--- src/rtl/cdb_requester_pkg.sv ---
// Shared CDB definitions: bus widths and the broadcast entry layout that the
// reservation stations snooping the CDB reuse.
package cdb_pkg;

    localparam int CDB_TAG_WIDTH  = 6;
    localparam int CDB_DATA_WIDTH = 32;

    typedef struct packed {
        logic [CDB_TAG_WIDTH-1:0]  tag;
        logic [CDB_DATA_WIDTH-1:0] data;
    } cdb_entry_t;

endpackage

--- src/rtl/cdb_requester_if.sv ---
// Result-in / arbiter handshake / CDB-out signal bundle for one requester leaf.
interface cdb_requester_if
    import cdb_pkg::*;
#(
    parameter int TAG_WIDTH  = CDB_TAG_WIDTH,
    parameter int DATA_WIDTH = CDB_DATA_WIDTH
);
    logic                  result_valid_IN;
    logic [TAG_WIDTH-1:0]  result_tag_IN;
    logic [DATA_WIDTH-1:0] result_data_IN;
    logic                  stall_OUT;
    logic                  flush_IN;
    logic                  request_OUT;
    logic                  grant_IN;
    logic                  cdb_valid_OUT;
    logic [TAG_WIDTH-1:0]  cdb_tag_OUT;
    logic [DATA_WIDTH-1:0] cdb_data_OUT;

    // master: the requester itself
    modport master (
        input  result_valid_IN, result_tag_IN, result_data_IN, flush_IN, grant_IN,
        output stall_OUT, request_OUT, cdb_valid_OUT, cdb_tag_OUT, cdb_data_OUT
    );

    // slave: functional unit, arbiter slot and CDB listeners
    modport slave (
        output result_valid_IN, result_tag_IN, result_data_IN, flush_IN, grant_IN,
        input  stall_OUT, request_OUT, cdb_valid_OUT, cdb_tag_OUT, cdb_data_OUT
    );
endinterface

--- src/rtl/cdb_requester_result_fifo.sv ---
// Synchronous result FIFO with flush; head entry is visible combinationally on rdata.
module result_fifo #(
    parameter int DEPTH = 4,
    parameter int W     = 38,
    localparam int PTR_W = $clog2(DEPTH),
    localparam int CNT_W = PTR_W + 1
) (
    input  logic             clk,
    input  logic             rst,
    input  logic             flush,
    input  logic             push,
    input  logic             pop,
    input  logic [W-1:0]     wdata,
    output logic [W-1:0]     rdata,
    output logic             full,
    output logic             empty,
    output logic [CNT_W-1:0] count
);
    logic [W-1:0]     mem [DEPTH];
    logic [PTR_W-1:0] wr_ptr;
    logic [PTR_W-1:0] rd_ptr;
    logic             push_ok;
    logic             pop_ok;

    assign full    = (count == CNT_W'(DEPTH));
    assign empty   = (count == '0);
    assign push_ok = push && !full;
    assign pop_ok  = pop && !empty;
    assign rdata   = mem[rd_ptr];

    always_ff @(posedge clk) begin
        if (rst || flush) begin
            wr_ptr <= '0;
            rd_ptr <= '0;
            count  <= '0;
        end else begin
            if (push_ok) wr_ptr <= wr_ptr + PTR_W'(1);
            if (pop_ok)  rd_ptr <= rd_ptr + PTR_W'(1);
            count <= count + CNT_W'(push_ok) - CNT_W'(pop_ok);
        end
    end

    // Storage carries no reset; only pointers/count define what is live.
    always_ff @(posedge clk) begin
        if (push_ok && !rst && !flush) mem[wr_ptr] <= wdata;
    end
endmodule

--- src/rtl/cdb_requester.sv ---
// CDB requester leaf: buffers FU results, requests an arbiter slot, and
// broadcasts the granted head entry one cycle after grant.
module cdb_requester
    import cdb_pkg::*;
#(
    parameter int DEPTH      = 4,
    parameter int TAG_WIDTH  = CDB_TAG_WIDTH,
    parameter int DATA_WIDTH = CDB_DATA_WIDTH
) (
    input  logic              clk_IN,
    input  logic              reset_IN,
    cdb_requester_if.master   bus
);
    localparam int CNT_W = $clog2(DEPTH) + 1;

    typedef struct packed {
        logic [TAG_WIDTH-1:0]  tag;
        logic [DATA_WIDTH-1:0] data;
    } entry_t;

    entry_t           wr_entry;
    entry_t           head;
    logic             full;
    logic             empty;
    logic [CNT_W-1:0] count;
    logic             push;
    logic             pop;

    assign wr_entry    = '{tag: bus.result_tag_IN, data: bus.result_data_IN};
    assign push        = bus.result_valid_IN && !full && !bus.flush_IN;
    assign bus.request_OUT = !empty && !bus.flush_IN && !reset_IN;
    assign pop         = bus.grant_IN && bus.request_OUT;
    assign bus.stall_OUT   = full;

    result_fifo #(
        .DEPTH (DEPTH),
        .W     ($bits(entry_t))
    ) u_fifo (
        .clk   (clk_IN),
        .rst   (reset_IN),
        .flush (bus.flush_IN),
        .push  (push),
        .pop   (pop),
        .wdata (wr_entry),
        .rdata (head),
        .full  (full),
        .empty (empty),
        .count (count)
    );

    // Tag/data forced to zero when idle so multiple leaves can be OR-combined.
    always_ff @(posedge clk_IN) begin
        if (reset_IN || !pop) begin
            bus.cdb_valid_OUT <= 1'b0;
            bus.cdb_tag_OUT   <= '0;
            bus.cdb_data_OUT  <= '0;
        end else begin
            bus.cdb_valid_OUT <= 1'b1;
            bus.cdb_tag_OUT   <= head.tag;
            bus.cdb_data_OUT  <= head.data;
        end
    end

    logic unused_count;
    assign unused_count = ^count;
endmodule

--- src/flat_wrapper.sv ---
// flat-port wrapper written by rule: the top's interface ports become plain ports
module cdb_requester_flat import cdb_pkg::*;
#(
    parameter int DEPTH      = 4,
    parameter int TAG_WIDTH  = CDB_TAG_WIDTH,
    parameter int DATA_WIDTH = CDB_DATA_WIDTH
)
  (clk_IN, reset_IN, bus_result_valid_IN, bus_result_tag_IN, bus_result_data_IN, bus_flush_IN, bus_grant_IN, bus_stall_OUT, bus_request_OUT, bus_cdb_valid_OUT, bus_cdb_tag_OUT, bus_cdb_data_OUT);
  cdb_requester_if #(.TAG_WIDTH(TAG_WIDTH), .DATA_WIDTH(DATA_WIDTH)) bus_i ();
  input  logic clk_IN;
  input  logic reset_IN;
  input wire logic [$bits(bus_i.result_valid_IN)-1:0] bus_result_valid_IN;
  input wire logic [$bits(bus_i.result_tag_IN)-1:0] bus_result_tag_IN;
  input wire logic [$bits(bus_i.result_data_IN)-1:0] bus_result_data_IN;
  input wire logic [$bits(bus_i.flush_IN)-1:0] bus_flush_IN;
  input wire logic [$bits(bus_i.grant_IN)-1:0] bus_grant_IN;
  output wire logic [$bits(bus_i.stall_OUT)-1:0] bus_stall_OUT;
  output wire logic [$bits(bus_i.request_OUT)-1:0] bus_request_OUT;
  output wire logic [$bits(bus_i.cdb_valid_OUT)-1:0] bus_cdb_valid_OUT;
  output wire logic [$bits(bus_i.cdb_tag_OUT)-1:0] bus_cdb_tag_OUT;
  output wire logic [$bits(bus_i.cdb_data_OUT)-1:0] bus_cdb_data_OUT;
  assign bus_i.result_valid_IN = bus_result_valid_IN;
  assign bus_i.result_tag_IN = bus_result_tag_IN;
  assign bus_i.result_data_IN = bus_result_data_IN;
  assign bus_i.flush_IN = bus_flush_IN;
  assign bus_i.grant_IN = bus_grant_IN;
  assign bus_stall_OUT = bus_i.stall_OUT;
  assign bus_request_OUT = bus_i.request_OUT;
  assign bus_cdb_valid_OUT = bus_i.cdb_valid_OUT;
  assign bus_cdb_tag_OUT = bus_i.cdb_tag_OUT;
  assign bus_cdb_data_OUT = bus_i.cdb_data_OUT;
  cdb_requester #(.DEPTH(DEPTH), .TAG_WIDTH(TAG_WIDTH), .DATA_WIDTH(DATA_WIDTH)) u_core (.clk_IN(clk_IN), .reset_IN(reset_IN), .bus(bus_i));
endmodule
--- config.mk ---
export PLATFORM = sky130hd
export DESIGN_NAME = cdb_requester_flat
export DESIGN_NICKNAME = d
export VERILOG_FILES = /design/src/rtl/cdb_requester_pkg.sv /design/src/rtl/cdb_requester_if.sv /design/src/rtl/cdb_requester_result_fifo.sv /design/src/rtl/cdb_requester.sv /design/src/flat_wrapper.sv
export SDC_FILE = /design/constraint.sdc
export NUM_CORES = 1
export LEC_CHECK = 0
export BUFFER_PORTS_ARGS = -buffer_cell sky130_fd_sc_hd__buf_4
export CAP_MARGIN = 20
export CORE_UTILIZATION = 43
export DETAILED_ROUTE_END_ITERATION = 6
export PLACE_DENSITY = 0.69
export SLEW_MARGIN = 20
export SYNTH_ARGS = -nofsm -noshare
export SYNTH_HDL_FRONTEND = slang
export SYNTH_SLANG_ARGS = --single-unit
--- constraint.sdc ---
create_clock -name clk_IN -period 3.23 [get_ports clk_IN]
set_input_delay 0.4845 -clock clk_IN [delete_from_list [all_inputs] [get_ports clk_IN]]
set_output_delay 0.4845 -clock clk_IN [all_outputs]
set_load 0.02 [all_outputs]
# Word level (Yosys, flattened, before mapping)
# Memory sizes are Yosys's and may differ from the RTL's. A register that Yosys moved wholly into a read port is not among the register bits.
# Cells that the tools add are included.
# Widths: inputs -> output; s select.
# classes
n_addsub,4
n_eq_ne,1
muxes,3
n_reduce_logical,17
# op_table
cell,count
$logic_and 1x1->1,9
$logic_not 1->1,5
$add 2x1->2 const B,2
$add 3x1->3,1
$eq 3x3->1 const B,1
$logic_not 3->1,1
$mux 1,3
$sub 3x1->3,1
$logic_or 1x1->1,2
# totals
ff_bits,8
ramBits,152
inputBits,43
out_inout_bits,41
word_cells,30
memories,1
# memory_table
name,depth,width,read_ports,rd_clocked_by_memory_dff,wr,line_no,text
u_core.u_fifo.mem,4,38,1,1,1,cdb_requester_result_fifo.sv:19,logic [W-1:0] mem [DEPTH];

# Depth between registers and ports, before layout
# logic_depth
depth_word,9
mapped_depth,11
ltp_nobuf,10

# Modules after synthesis
# A second synthesis with hierarchy kept.
# hier_totals
hier_cells,333
area_unflattened_um2,7070.5
# modules_own_cells
mod,instances,cells_each,area_each_um2,seq_area_each_um2
result_fifo,1,248,5979.5,4744.6
cdb_requester,1,85,1091.0,780.7

# Worst setup path before layout
# No wires, ideal clock.
# synth_timing
path_kind,register to register
start,reg u_core.u_fifo.count[1]
end,reg u_core.u_fifo.count[2]
setup_ns,0.115
arrival_ns,2.225
required_time_ns,3.115
setup_slack_ns,0.891
stages_incl_launch_ff,11
path_buffers,0
period_less_slack_ns,2.339
cell_sequence,dfxtp_1 -> or3b_4 -> clkinv_2 -> or3_1 -> ha_1 -> inv_1 -> ha_1 -> fa_1 -> xnor2_1 -> xnor2_1 -> nor2_1
# synth_via
elab_chain_len,7
word_cells_on_any_way,13
cone_classes,add/sub (2); eq/ne (1); reduce/logical (10)
# synth_lines
item,line_no,text
from (decl),cdb_requester_result_fifo.sv:17,output logic [CNT_W-1:0] count
from (signal assigned),cdb_requester_result_fifo.sv:39,count <= count + CNT_W'(push_ok) - CNT_W'(pop_ok);
$eq 3x3->1 *,cdb_requester_result_fifo.sv:25,assign full = (count == CNT_W'(DEPTH));
named net bus_stall_OUT,flat_wrapper.sv:17,output wire logic [$bits(bus_i.stall_OUT)-1:0] bus_stall_OUT;
$logic_not 1->1 *,"cdb_requester_result_fifo.sv:27, cdb_requester.sv:30",
$logic_and 1x1->1 (2 in a row),cdb_requester.sv:30,assign push = bus.result_valid_IN && !full && !bus.flush_IN;
$logic_and 1x1->1 *,cdb_requester_result_fifo.sv:27,assign push_ok = push && !full;
$add 3x1->3 *,cdb_requester_result_fifo.sv:39,
$sub 3x1->3 *,cdb_requester_result_fifo.sv:39,
# Mark *: on every way through the listed nets, which the timed path passes. The rest lies on a longest branch.
# A chain may end at the register's enable or synchronous reset.

# Final worst setup path
# layout_timing
start,reg u_core.u_fifo.count[1]
end,reg u_core.u_fifo.count[2]
# layout_via
elab_chain_len,7
word_cells_on_any_way,13
cone_classes,add/sub (2); eq/ne (1); reduce/logical (10)
# layout_lines
item,line_no
$eq 3x3->1 or $logic_not 3->1 (tied branches),"cdb_requester_result_fifo.sv:25, cdb_requester_result_fifo.sv:26"
"$logic_not 1->1, on equally long branches",--
"$logic_and 1x1->1, on equally long branches (2 in a row)","cdb_requester.sv:30, cdb_requester.sv:31"
"$logic_and 1x1->1, on equally long branches","cdb_requester_result_fifo.sv:27, cdb_requester.sv:32"
$add 3x1->3 or $logic_and 1x1->1 (tied branches),"cdb_requester_result_fifo.sv:39, cdb_requester_result_fifo.sv:28"
$sub 3x1->3 *,cdb_requester_result_fifo.sv:39
# Every way passes the cells marked *; elsewhere a longest branch is shown, timed or not.

==> flow_summary.json <==
{
  "r2r_cells": 10,
  "grt_pass1_vias": 3244,
  "syn_to_final_growth_pct": 21.3,
  "final_hold_viol_count": 0,
  "worstMarginPinSlew_ns": 1.11,
  "detail-route-antenna-nets": 0,
  "yosysSeqAreaShare": 0.782,
  "fillers": 1287,
  "grt_max_degree": 41,
  "end_kind": "flop",
  "grt-ovfl-total": 0,
  "syn_area_um2": 7020,
  "r2r_setup_slack_ns": 0.77,
  "rows": 46,
  "portBuffers": 83,
  "gp_congestion": 0.669,
  "hold_depth": 1,
  "crit_arrival_ns": 2.77,
  "hold_buffers": 0,
  "dpl.hpwl_mm": 6.89,
  "setup_violations": 0,
  "min_path_type": "primary input to flop",
  "fin_area_um2": 8510,
  "ios": 84,
  "grt_pass1_wl_mm": 17.6,
  "hold-worst-slack_ns": 0.258,
  "min_to": "u_core.u_fifo.mem[3][0]",
  "drc_errors": 0,
  "clk_latency_ns": 0.43,
  "path_class": "flop to flop",
  "antenna_found_initial": 0,
  "ys_ff_latch": 198,
  "synth-edff-count": 152,
  "fmax_mhz": 406,
  "clk_path_buf_depth": 2,
  "seq_area_um2": 5490,
  "vias": 3184,
  "yosysWarnings": 0,
  "postPlaceCellArea_um2": 7880,
  "via_per_inst": 4.87,
  "p_total_mw": 5.11,
  "fin_skew_ns": 0.0127,
  "start_util": 0.442,
  "pwr_density_cell_nw_per_um2": 601,
  "max_slew_margin": 0.257,
  "cts_tree": "done",
  "status": "finished, final reports clean",
  "syn_nets": 381,
  "start_kind": "flop",
  "htree_levels": 4,
  "slew_violations": 0,
  "die_area_um2": 16800,
  "power.leakage_nw": 2.97,
  "finalWirelength_mm": 11.6,
  "final_common_cell": "edfxtp_1",
  "min_period_over_period": 0.762,
  "core_area_um2": 15900,
  "die_x_um": 130,
  "wl_per_cell_um": 17.7,
  "cts.repair.resized": 0,
  "path_clk_slew_ns": 0.07,
  "cts_setup_buffers": 0,
  "dr.pass1.iters": 4,
  "multi_input_area_um2": 1400,
  "worstPathRequired_ns": 3.54,
  "cts-buffers-inserted": 17,
  "maxCapViolations": 0,
  "ys_types": 28,
  "final.setup.tns_ns": 0,
  "postSynthCellCount": 331,
  "clockRootBuffer": "clkbuf_16",
  "syn_area_per_cell_um2": 21.2,
  "synthFlopType": "edfxtp_1",
  "ys_async_sr_fraction": 0,
  "rsz0062_at_grt": "no",
  "nets": 475,
  "cts.sinks": 198,
  "die_h_um": 130,
  "hold_start": "bus_result_data_IN[0]",
  "grt_usage": 0.147,
  "vdd_drop_max_uv": 391,
  "cp_max_fo": 6,
  "initialDrtViolationCount": 195,
  "regToRegStartpoint": "u_core.u_fifo.count[1]",
  "drive_above_1_share": 0.384,
  "diodes": 0,
  "timing.final.crit_period_ns": 2.46,
  "layout_common_cells": "152 x edfxtp_1, 87 x buf_4, 44 x dfxtp_1",
  "r2r_end": "u_core.u_fifo.count[2]"
}
[routing by layer]
metal | global-route usage | part of all wire | wire, µm | up-vias
met1 | 0.188 | 0.43 | 5030 | 1627
met2 | 0.232 | 0.50 | 5730 | 77
li1 | - | - | - | 1464
met5 | 0 | 0 | 0 | -
met3 | 0.0459 | 0.053 | 613 | 16
met4 | 0.0670 | 0.017 | 191 | 0
[critical path, stage by stage, from the launching register on]
cell,delay (ns)
dfxtp_1,0.48
or3b_4,0.20
clkinv_2,0.07
or3_1,0.32
ha_1,0.28
inv_1,0.04
ha_1,0.18
fa_1,0.38
xnor2_1,0.20
xnor2_1,0.15
nor2_1,0.06
[cell type report]
type | instances | area share
sequential | 198 | 0.645
multi-input combinational | 112 | 0.164
timing repair buffer | 89 | 0.0815
clock buffer | 23 | 0.0562
tap | 216 | 0.0318
clock inverter | 9 | 0.0176
inverter | 7 | 0.00324
[worst max-delay path by stage]
stage                                 startpoint  slack [ns]                endpoint
after CTS                 u_core.u_fifo.count[1]        0.77  u_core.u_fifo.count[2]
final                     u_core.u_fifo.count[1]        0.77  u_core.u_fifo.count[2]
after global placement    u_core.u_fifo.count[1]        0.87  u_core.u_fifo.count[2]
after detailed placement  u_core.u_fifo.count[1]        0.79  u_core.u_fifo.count[2]
after global routing      u_core.u_fifo.count[1]        0.65  u_core.u_fifo.count[2]
after floorplan           u_core.u_fifo.count[1]        0.89  u_core.u_fifo.count[2]
[kinds of logic (layout without fill, tap and decap cells)]
family          Yosys count  after routing  share of synthesized area
flops                   198            198                      0.782
simple gates             58             58                     0.0506
mux                      38             38                      0.122
buf+inv                  21            128                     0.0196
fa+ha+maj                 7              7                     0.0136
compound gates            5              5                    0.00749
xor+xnor                  4              4                    0.00499
[cell usage after synthesis, types with 2 or more instances]
| cell type | n | area [µm²] |
|---|---|---|
| buf_2 | 4 | 20.0 |
| clkbuf_1 | 3 | 11.3 |
| buf_6 | 7 | 78.8 |
| dfxtp_1 | 46 | 921 |
| mux4_2 | 38 | 856 |
| xnor2_1 | 2 | 17.5 |
| ha_1 | 6 | 75.1 |
| inv_1 | 6 | 22.5 |
| nor2_1 | 6 | 22.5 |
| xor2_1 | 2 | 17.5 |
| and2_1 | 40 | 250 |
| and3_1 | 4 | 25.0 |
| edfxtp_1 | 152 | 4560 |
[stage by stage]
stage,cells,setup slack (ns),util
2_1_floorplan,331,0.891,-
3_3_place_gp,622,0.868,0.496
3_5_place_dp,622,0.788,0.496
4_1_cts,654,0.766,0.536
5_1_grt,654,0.648,0.536
6_report,654,0.770,0.536
[registers in the layout (all words and copies together) (netlist names)]
name / count
u_core.u_fifo.mem: 152
u_core.u_fifo.wr_ptr: 2
u_core.u_fifo.count: 3
u_core.bus.cdb_data_OUT: 32
u_core.bus.cdb_tag_OUT: 6
u_core.u_fifo.rd_ptr: 2
u_core.bus.cdb_valid_OUT: 1
[where the power goes]
part | leakage [nW] | internal, mW | total [mW] | switching, mW
clock | 0.303 | 1.35 | 2.21 | 0.853
sequential | 1.75 | 2.76 | 2.77 | 0.0119
combinational | 0.917 | 0.0668 | 0.127 | 0.0597
Power figures use the tool's default switching activity.
